--- config.mk ---
export PLATFORM = sky130hd
export DESIGN_NAME = layer_weight_update
export DESIGN_NICKNAME = d
export VERILOG_FILES = /design/src/rtl/layer_weight_update.sv
export SDC_FILE = /design/constraint.sdc
export NUM_CORES = 1
export LEC_CHECK = 0
export ABC_CLOCK_PERIOD_IN_PS = 9900
export CORE_MARGIN = 2
export CORE_UTILIZATION = 50
export CTS_CLUSTER_DIAMETER = 150
export CTS_CLUSTER_SIZE = 20
export DETAILED_ROUTE_END_ITERATION = 6
export DONT_BUFFER_PORTS = 1
export HOLD_SLACK_MARGIN = 0.03
export PLACE_DENSITY = 0.74
export RECOVER_POWER = 50
export SYNTH_ARGS = -nofsm -noshare
export SYNTH_HDL_FRONTEND = slang
export SYNTH_SLANG_ARGS = --single-unit
--- constraint.sdc ---
create_clock -name clk -period 9.9 [get_ports clk]
set_clock_uncertainty 0.05 [all_clocks]
set_input_delay 0.99 -clock clk [delete_from_list [all_inputs] [get_ports clk]]
set_output_delay 0.99 -clock clk [all_outputs]
set_load 0.005 [all_outputs]
--- src/rtl/layer_weight_update.sv ---
// layer_weight_update
// One gradient-descent step for a dense layer with M outputs and N inputs:
//   W[i][j] <= W[i][j] - ((delta[i] * a_prev[j]) >>> (FRAC + LR_SHIFT))
//   b[i]    <= b[i]    - (delta[i] >>> LR_SHIFT)      (applied on the last column)
// The layer operands are captured in one LOAD cycle. The matrix is then walked
// in row-major order, one element per cycle, and the walk pauses while hold is high.
//
// Build option:
//   WEIGHT_UPDATE_SATURATE_EN  defined   -> W/b results clamp to the DW-bit signed range
//                              undefined -> W/b results wrap (low DW bits kept)
module layer_weight_update #(
    parameter int M        = 2,
    parameter int N        = 3,
    parameter int DW       = 16,
    parameter int FRAC     = 8,
    parameter int LR_SHIFT = 2
) (
    input  logic                         clk,
    input  logic                         reset,
    input  logic                         start,
    input  logic                         hold,
    input  logic [M-1:0][N-1:0][DW-1:0]  W_in,
    input  logic [M-1:0][DW-1:0]         b_in,
    input  logic [M-1:0][DW-1:0]         delta,
    input  logic [N-1:0][DW-1:0]         a_prev,
    output logic [M-1:0][N-1:0][DW-1:0]  W_out,
    output logic [M-1:0][DW-1:0]         b_out,
    output logic                         busy,
    output logic                         done
);

    // Index widths are at least one bit so that degenerate 1-row/1-column layers still elaborate.
    localparam int IW    = (M > 1) ? $clog2(M) : 1;
    localparam int JW    = (N > 1) ? $clog2(N) : 1;
    localparam int SHIFT = FRAC + LR_SHIFT;

    localparam logic [IW-1:0] I_LAST = IW'(M - 1);
    localparam logic [JW-1:0] J_LAST = JW'(N - 1);

    typedef enum logic [1:0] {
        IDLE   = 2'd0,
        LOAD   = 2'd1,
        UPDATE = 2'd2,
        DONE   = 2'd3
    } state_t;

    // Reduce a (2*DW+1)-bit signed difference to a DW-bit word: clamp or wrap.
    function automatic logic [DW-1:0] fit_word(input logic [2*DW:0] x);
        logic [DW-1:0] r;
`ifdef WEIGHT_UPDATE_SATURATE_EN
        // The value fits when every bit above the DW-bit sign position equals that sign bit.
        if (x[2*DW:DW-1] == {(DW+2){x[DW-1]}}) begin
            r = x[DW-1:0];
        end else if (x[2*DW] == 1'b1) begin
            r = {1'b1, {(DW-1){1'b0}}};
        end else begin
            r = {1'b0, {(DW-1){1'b1}}};
        end
`else
        r = x[DW-1:0];
`endif
        return r;
    endfunction

    // ---------------------------------------------------------------------
    // State, indices and working copies of the layer
    // ---------------------------------------------------------------------
    state_t                        state_r;
    state_t                        state_nxt_s;
    logic [IW-1:0]                 i_r;
    logic [JW-1:0]                 j_r;
    logic [M-1:0][N-1:0][DW-1:0]   w_r;
    logic [M-1:0][DW-1:0]          b_r;
    logic [M-1:0][DW-1:0]          delta_r;
    logic [N-1:0][DW-1:0]          a_r;
    logic                          busy_r;
    logic                          done_r;

    // FSM decode
    logic                          load_s;
    logic                          step_s;
    logic                          row_end_s;
    logic                          last_s;

    // Element datapath
    logic signed [DW-1:0]          delta_cur_s;
    logic signed [DW-1:0]          a_cur_s;
    logic signed [DW-1:0]          w_cur_s;
    logic signed [DW-1:0]          b_cur_s;
    logic signed [DW-1:0]          db_s;
    logic signed [2*DW-1:0]        prod_s;
    logic signed [2*DW-1:0]        dw_s;
    logic signed [2*DW:0]          w_diff_s;
    logic signed [2*DW:0]          b_diff_s;
    logic [DW-1:0]                 w_new_s;
    logic [DW-1:0]                 b_new_s;

    // Next-state logic and per-cycle control strobes for the update walk.
    always_comb begin
        state_nxt_s = state_r;
        load_s      = 1'b0;
        step_s      = 1'b0;
        row_end_s   = (j_r == J_LAST);
        last_s      = row_end_s && (i_r == I_LAST);
        case (state_r)
            IDLE: begin
                if (start) begin
                    state_nxt_s = LOAD;
                end else begin
                    state_nxt_s = IDLE;
                end
            end
            LOAD: begin
                load_s      = 1'b1;
                state_nxt_s = UPDATE;
            end
            UPDATE: begin
                if (!hold) begin
                    step_s = 1'b1;
                    if (last_s) begin
                        state_nxt_s = DONE;
                    end else begin
                        state_nxt_s = UPDATE;
                    end
                end else begin
                    state_nxt_s = UPDATE;
                end
            end
            DONE: begin
                state_nxt_s = IDLE;
            end
            default: begin
                state_nxt_s = IDLE;
            end
        endcase
    end

    // Element update math: full-precision product, floor shift, wide subtract, then fit to DW.
    always_comb begin
        delta_cur_s = $signed(delta_r[i_r]);
        a_cur_s     = $signed(a_r[j_r]);
        w_cur_s     = $signed(w_r[i_r][j_r]);
        b_cur_s     = $signed(b_r[i_r]);
        // Operands are sign-extended to the product width so the multiply is exact.
        prod_s      = $signed({{DW{delta_cur_s[DW-1]}}, delta_cur_s})
                    * $signed({{DW{a_cur_s[DW-1]}}, a_cur_s});
        // Arithmetic shift floors toward minus infinity (e.g. -1/1024 becomes -1).
        dw_s        = prod_s >>> SHIFT;
        db_s        = delta_cur_s >>> LR_SHIFT;
        w_diff_s    = {{(DW+1){w_cur_s[DW-1]}}, w_cur_s} - {dw_s[2*DW-1], dw_s};
        b_diff_s    = {{(DW+1){b_cur_s[DW-1]}}, b_cur_s} - {{(DW+1){db_s[DW-1]}}, db_s};
        w_new_s     = fit_word(w_diff_s);
        b_new_s     = fit_word(b_diff_s);
    end

    // FSM state register.
    always_ff @(posedge clk or negedge reset) begin
        if (!reset) begin
            state_r <= IDLE;
        end else begin
            state_r <= state_nxt_s;
        end
    end

    // Registered status flags, derived from the state being entered so they align with it.
    always_ff @(posedge clk or negedge reset) begin
        if (!reset) begin
            busy_r <= 1'b0;
            done_r <= 1'b0;
        end else begin
            busy_r <= (state_nxt_s == LOAD) || (state_nxt_s == UPDATE);
            done_r <= (state_nxt_s == DONE);
        end
    end

    // Operand capture on LOAD and one element (plus the row bias on the last column) per step.
    always_ff @(posedge clk or negedge reset) begin
        if (!reset) begin
            i_r     <= '0;
            j_r     <= '0;
            w_r     <= '0;
            b_r     <= '0;
            delta_r <= '0;
            a_r     <= '0;
        end else if (load_s) begin
            i_r     <= '0;
            j_r     <= '0;
            w_r     <= W_in;
            b_r     <= b_in;
            delta_r <= delta;
            a_r     <= a_prev;
        end else if (step_s) begin
            w_r[i_r][j_r] <= w_new_s;
            if (row_end_s) begin
                b_r[i_r] <= b_new_s;
                j_r      <= '0;
                if (last_s) begin
                    i_r <= '0;
                end else begin
                    i_r <= i_r + IW'(1);
                end
            end else begin
                j_r <= j_r + JW'(1);
            end
        end else begin
            i_r <= i_r;
            j_r <= j_r;
        end
    end

    assign W_out = w_r;
    assign b_out = b_r;
    assign busy  = busy_r;
    assign done  = done_r;

endmodule

==> results.toml, run 1 <==
[clocking]
clk_latency_ns = 0.51
cts_buffer_depth = 3
cts_tree = "built"
cts_buffers = 15
postCtsSetupRepairBufs = 0
cts_hold_buf = 0
cts_htree_levels = 1
cts.repair.resized = 0
clkSinkCount = 215
clockRootBuffer = "clkbuf_16"
clk_pin_slew_worst_paths_ns = 0.09

[timing]
tns_ns = 0
finalCritPeriodShare = 0.940
relSlewSlack = 0.268
max_freq_mhz = 107
maxSlewViolCount = 0
finalHoldViolCount = 0
min_period_ns = 9.30
worst_slack_ns = 0.596
worst_slew_pin_slew_ns = 1.10
finalSetupViolCount = 0

[logic_synthesis]
synthAdderAreaFrac = 0.280
ys.flop_type = "dfrtp_1"
synth_nets = 2611
avgSynthCellArea_um2 = 9.50
synth_mux_area_frac = 0.137
syn_inst = 2083
synth_compound_area_frac = 0.0894
synth_top_family_by_area = "adder cells"
synth_area_mm2 = 0.0198
synth_edf_count = 0
async_reset_ff_frac = 1.00
synth_seq_area_share = 0.272
synthSimpleGateAreaFrac = 0.121
ys.warnings.count = 0
synth-xor-area-share = 0.0272
ys_ff_latch = 215
synthDistinctLibCells = 72

[finish]
final_util = 0.535
area_delta_synth_final_pct = 4.95
drive_gt1_frac = 0.103
fillers = 3436
nets = 2569
fin_cells = 2563

[die]
die_w_um = 203
rows = 72
initial_utilization = 0.510
ios = 342
die_area_mm2 = 0.0412
die_y_um = 203
core_mm2 = 0.0388

[setup_path]
crit_family = "compound AO/OA/AOI/OAI gates"
endpoint_kind = "flop"
critical_path_arrival_ns = 9.65
cp-start-kind = "flop"
crit_required_ns = 10.24
crit_buf_inv = 4
crit_type = "reg2reg"
reg2reg_to = "W_out[31]"
reg2reg_depth = 35
rrSetupSlack_ns = 0.60
r2r-start = "j_r[0]"
critPathMaxFanout = 12
cpMostUsedCell = "fa_1"
crit_path_top_delay_cell = "dfrtp_2"
slowest_delay_ns = 0.54

[place]
dp.cells = 2542
io_buffers = 0
dp_hpwl_mm = 45.9
globalplace.congestion = 0.930
dp_slack_ns = 0.666

[grt]
antenna_found_initial = 1
grtUsageMet2 = 0.476
grt_pass1_wl_mm = 90.1
grt.busiest_layer = "met2"
grtUsageMet1 = 0.359
grt_pass1_vias = 15400
grt_remaining_overflow = 0
grtUsageMet3 = 0.0705
grt_usage = 0.284
grt_max_degree = 216

[detailed_routing]
via_per_inst = 5.79
drc = 0
first_pass_iters = 5
routed_wl_mm = 57.9
drtAntennaViolNets = 0
dr_total_vias = 14800
wl_per_cell_um = 22.6
first_iter_violations = 1118

[run_status]
outcome = "complete, no violations"

[job]
cap_violations = 0

[hold_path]
hold_path.class = "in2async"
[worst max-delay path by stage]
stage / startpoint / endpoint / slack [ns] / cells past startpoint
detailed placement: j_r[0] / W_out[47] / 0.67 / 35
floorplan: i_r / W_out[15] / 0.92 / 37
global route: j_r[0] / W_out[31] / -0.01 / 35
global placement: j_r[0] / W_out[47] / 0.87 / 33
finish: j_r[0] / W_out[31] / 0.60 / 35
CTS: j_r[0] / W_out[31] / 0.62 / 35
[state kept, by name, summed over array words and instances, names as in the netlist]
register / cells
j_r: 2
W_out: 96
b_out: 32
state_r: 2
i_r: 1
a_r: 48
done: 1
delta_r: 32
busy: 1
[placed cells by master (no fill, tap or decap), types with 5 or more instances in the layout]
master	count
a21o_1	6
a21oi_1	96
a31oi_1	5
and2_1	8
buf_4	32
clkbuf_16	15
clkinv_1	5
dfrtp_1	212
fa_1	210
ha_1	105
inv_1	275
mux2_2	110
mux2i_1	118
mux4_2	8
nand2_1	262
nand2b_1	17
nand3_1	18
nor2_1	199
nor2b_1	19
nor3_1	18
o21a_1	6
o21ai_0	141
o221ai_1	5
or2_2	6
xnor2_1	38
xor2_1	19
[cell type report]
type	instances	area, um2	share of cell area
well taps	518	648	0.0312
diodes	1	2.50	0.000121
clock buffers	17	383	0.0184
inverters	285	1070	0.0517
multi-input cells	1492	13000	0.625
flip-flops and latches	215	5390	0.259
clock inverters	3	53.8	0.00259
repair buffers	32	240	0.0116
[cell families after synthesis]
| logic type | Yosys count |
|---|---|
| AOI/OAI and AO/OA | 304 |
| xor gates and xnor gates | 59 |
| adders and majority gates | 316 |
| buffers and inverters | 376 |
| DFF | 215 |
| muxes | 243 |
| and+or+nand+nor | 570 |
[layer usage]
| metal | wire length, um | share of wire |
|---|---|---|
| met1 | 22600 | 0.39 |
| met2 | 28000 | 0.48 |
| met3 | 5210 | 0.090 |
| met4 | 2070 | 0.036 |
| met5 | 0 | 0 |
[metrics by stage]
stage / area, um2 / hold slack (ns)
5_1_grt: 20800 / 0.102
4_1_cts: 20800 / 0.107
6_report: 20800 / 0.123
3_5_place_dp: 20300 / 0.438
2_1_floorplan: 19800 / 0.423
3_3_place_gp: 20300 / 0.434
[cells in the mapped netlist (18+ instances only)]
cell type | instances | area [um2]
o21ai_0 | 141 | 706
xnor2_1 | 38 | 333
clkbuf_1 | 68 | 255
mux2_2 | 110 | 1240
a21oi_1 | 96 | 480
nor2b_1 | 19 | 119
inv_1 | 275 | 1030
nand3_1 | 18 | 90.1
dfrtp_1 | 215 | 5380
xor2_1 | 19 | 166
nor3_1 | 19 | 95.1
nor2_1 | 200 | 751
ha_1 | 106 | 1330
mux2i_1 | 118 | 1180
fa_1 | 210 | 4200
nand2_1 | 263 | 987
Power of run 1 is left out: the tool's default activity adds up to more than one toggle a clock period on the data nets, which glitch-free logic cannot reach.
==> inputs of run 2 (changes only) <==
--- a/config.mk
+++ b/config.mk
@@ -5,7 +5,7 @@
 export SDC_FILE = /design/constraint.sdc
 export NUM_CORES = 1
 export LEC_CHECK = 0
-export ABC_CLOCK_PERIOD_IN_PS = 9900
+export ABC_CLOCK_PERIOD_IN_PS = 8650
 export CORE_MARGIN = 2
 export CORE_UTILIZATION = 50
 export CTS_CLUSTER_DIAMETER = 150
==> constraint.sdc (replaced) <==
create_clock -name clk -period 8.65 [get_ports clk]
set_clock_uncertainty 0.05 [all_clocks]
set_input_delay 0.865 -clock clk [delete_from_list [all_inputs] [get_ports clk]]
set_output_delay 0.865 -clock clk [all_outputs]
set_load 0.005 [all_outputs]
==> run 2 against run 1 <==
  * The run now ends with DRC, capacitance limit, slew limit left
  * Worst hold slack better by 0.30 ns
  * Highest routed layer unchanged
  * Sequential share of layout area is 1.2 points lower
  * Core utilization is 2.6 points higher
  * Wire length is 1.2% higher
==> results.toml, run 2 (synthesized netlist as in run 1, its figures left out) <==
[clocking]
cts_htree_levels = 1
cts_tree = "built"
cts_buffer_depth = 3
cts_buffers = 15
clk_pin_slew_worst_paths_ns = 0.09
clkSinkCount = 215
clockRootBuffer = "clkbuf_16"
clk_latency_ns = 0.51

[setup_path]
crit_buf_inv = 8
endpoint_kind = "flop"
crit_path_top_delay_cell = "fa_1"
slowest_delay_ns = 0.58
crit_required_ns = 8.99
critical_path_arrival_ns = 8.98
crit_family = "compound AO/OA/AOI/OAI gates"
cpMostUsedCell = "fa_1"
critPathMaxFanout = 7
cp-start-kind = "flop"
crit_type = "reg2reg"

[detailed_routing]
first_pass_iters = 7
via_per_inst = 5.77
drtAntennaViolNets = 0
first_iter_violations = 1082
wl_per_cell_um = 22.1
drc = 6
dr_total_vias = 15300
routed_wl_mm = 58.5

[finish]
multi_input_area_mm2 = 0.0133
final_common_cell = "inv_1"
final_util = 0.561
largest_reg_flops = 96
final_cell_mix = "inv_1, nand2_1, dfrtp_1, fa_1, nor2_1"
fillers = 3393
drive_gt1_frac = 0.164
area_delta_synth_final_pct = 10.0
nets = 2656
seq_area_mm2 = 0.00539

[place]
dp_hpwl_mm = 46.6
globalplace.congestion = 0.969
io_buffers = 0

[timing]
maxSlewViolCount = 216
finalHoldViolCount = 0
finalSetupViolCount = 0
relSlewSlack = -2.61
max_freq_mhz = 116
worst_slew_pin_slew_ns = 5.41
min_period_ns = 8.64
rsz0062_at_grt = "true"
finalCritPeriodShare = 0.998

[die]
die_area_mm2 = 0.0412
rows = 72
ios = 342
die_w_um = 203
initial_utilization = 0.510
die_y_um = 203
core_mm2 = 0.0388

[run_status]
outcome = "complete, but fails checks"
violations = "DRC, capacitance limit, slew limit"

[grt]
grt_pass1_vias = 16100
antenna_found_initial = 2
grt_remaining_overflow = 0
grt_pass1_wl_mm = 91.7
grt_usage = 0.287
grt_max_degree = 263

[hold_path]
hold_path.class = "in2reg"

[job]
cap_violations = 1
-- run 2: cell count changes in the layout (fill, tap and decap cells not counted), moves of 5 or more --
cell     previous run  this run
nor2_2              3        10
inv_1             275       270
o21ai_0           141       128
buf_4              32       108
nor2_1            199       190
a21oi_1            96        85
ha_1              105        99
a21oi_2             1        11
o21ai_1             3        13
buf_6               0         6
-- run 2: final cells by class --
| class | instances | share of cell area |
|---|---|---|
| flip-flops and latches | 215 | 0.247 |
| diodes | 2 | 0.000230 |
| multi-input cells | 1492 | 0.610 |
| clock buffers | 17 | 0.0176 |
| well taps | 518 | 0.0298 |
| repair buffers | 119 | 0.0443 |
| inverters | 285 | 0.0493 |
| clock inverters | 3 | 0.00138 |
-- run 2: what timing repair did --
action                                  in CTS  in global routing
gates resized for setup                     10                 76
buffers inserted                             0                 21
hold endpoints to repair                   215                  0
pin swaps                                    1                 32
endpoints found under the setup margin      12                 42
hold buffers                                 1                  0
-- run 2: stage by stage --
step / setup TNS, ns / std cells / area, um2 / hold slack, ns / setup WS, ns
floorplan: 0 / 2083 / 19800 / 0.423 / 0.0289
global placement: 0 / 2607 / 20900 / 0.434 / 0.0380
detailed placement: -0.776 / 2607 / 20900 / 0.439 / -0.141
CTS: 0 / 2628 / 21300 / 0.409 / 0.0188
global route: -5.48 / 2651 / 21800 / 0.415 / -0.427
finish: 0 / 2651 / 21800 / 0.421 / 0.0145
-- run 2: final timing paths --
path	start	cells past startpoint	endpoint	slack, ns
worst max register to register	j_r[0]	36	W_out[31]	0.01
max in group asynchronous	reset	1	i_r	2.51
worst min register to register	a_r[43]	1	a_r[43]	0.46
worst max-delay path	j_r[0]	36	W_out[31]	0.01
min in group asynchronous	reset	1	W_out[52]	2.24
worst min-delay path	b_in[21]	2	b_out[21]	0.42
-- run 2: layer usage --
layer,wire length (um),GRT usage,up-vias,share of wire
li1,-,-,6825,-
met1,21900,0.356,7625,0.37
met2,28600,0.484,697,0.49
met3,5390,0.0701,153,0.092
met4,2560,0.110,0,0.044
met5,0,0,-,0
Power of run 2 is left out for the same reason.
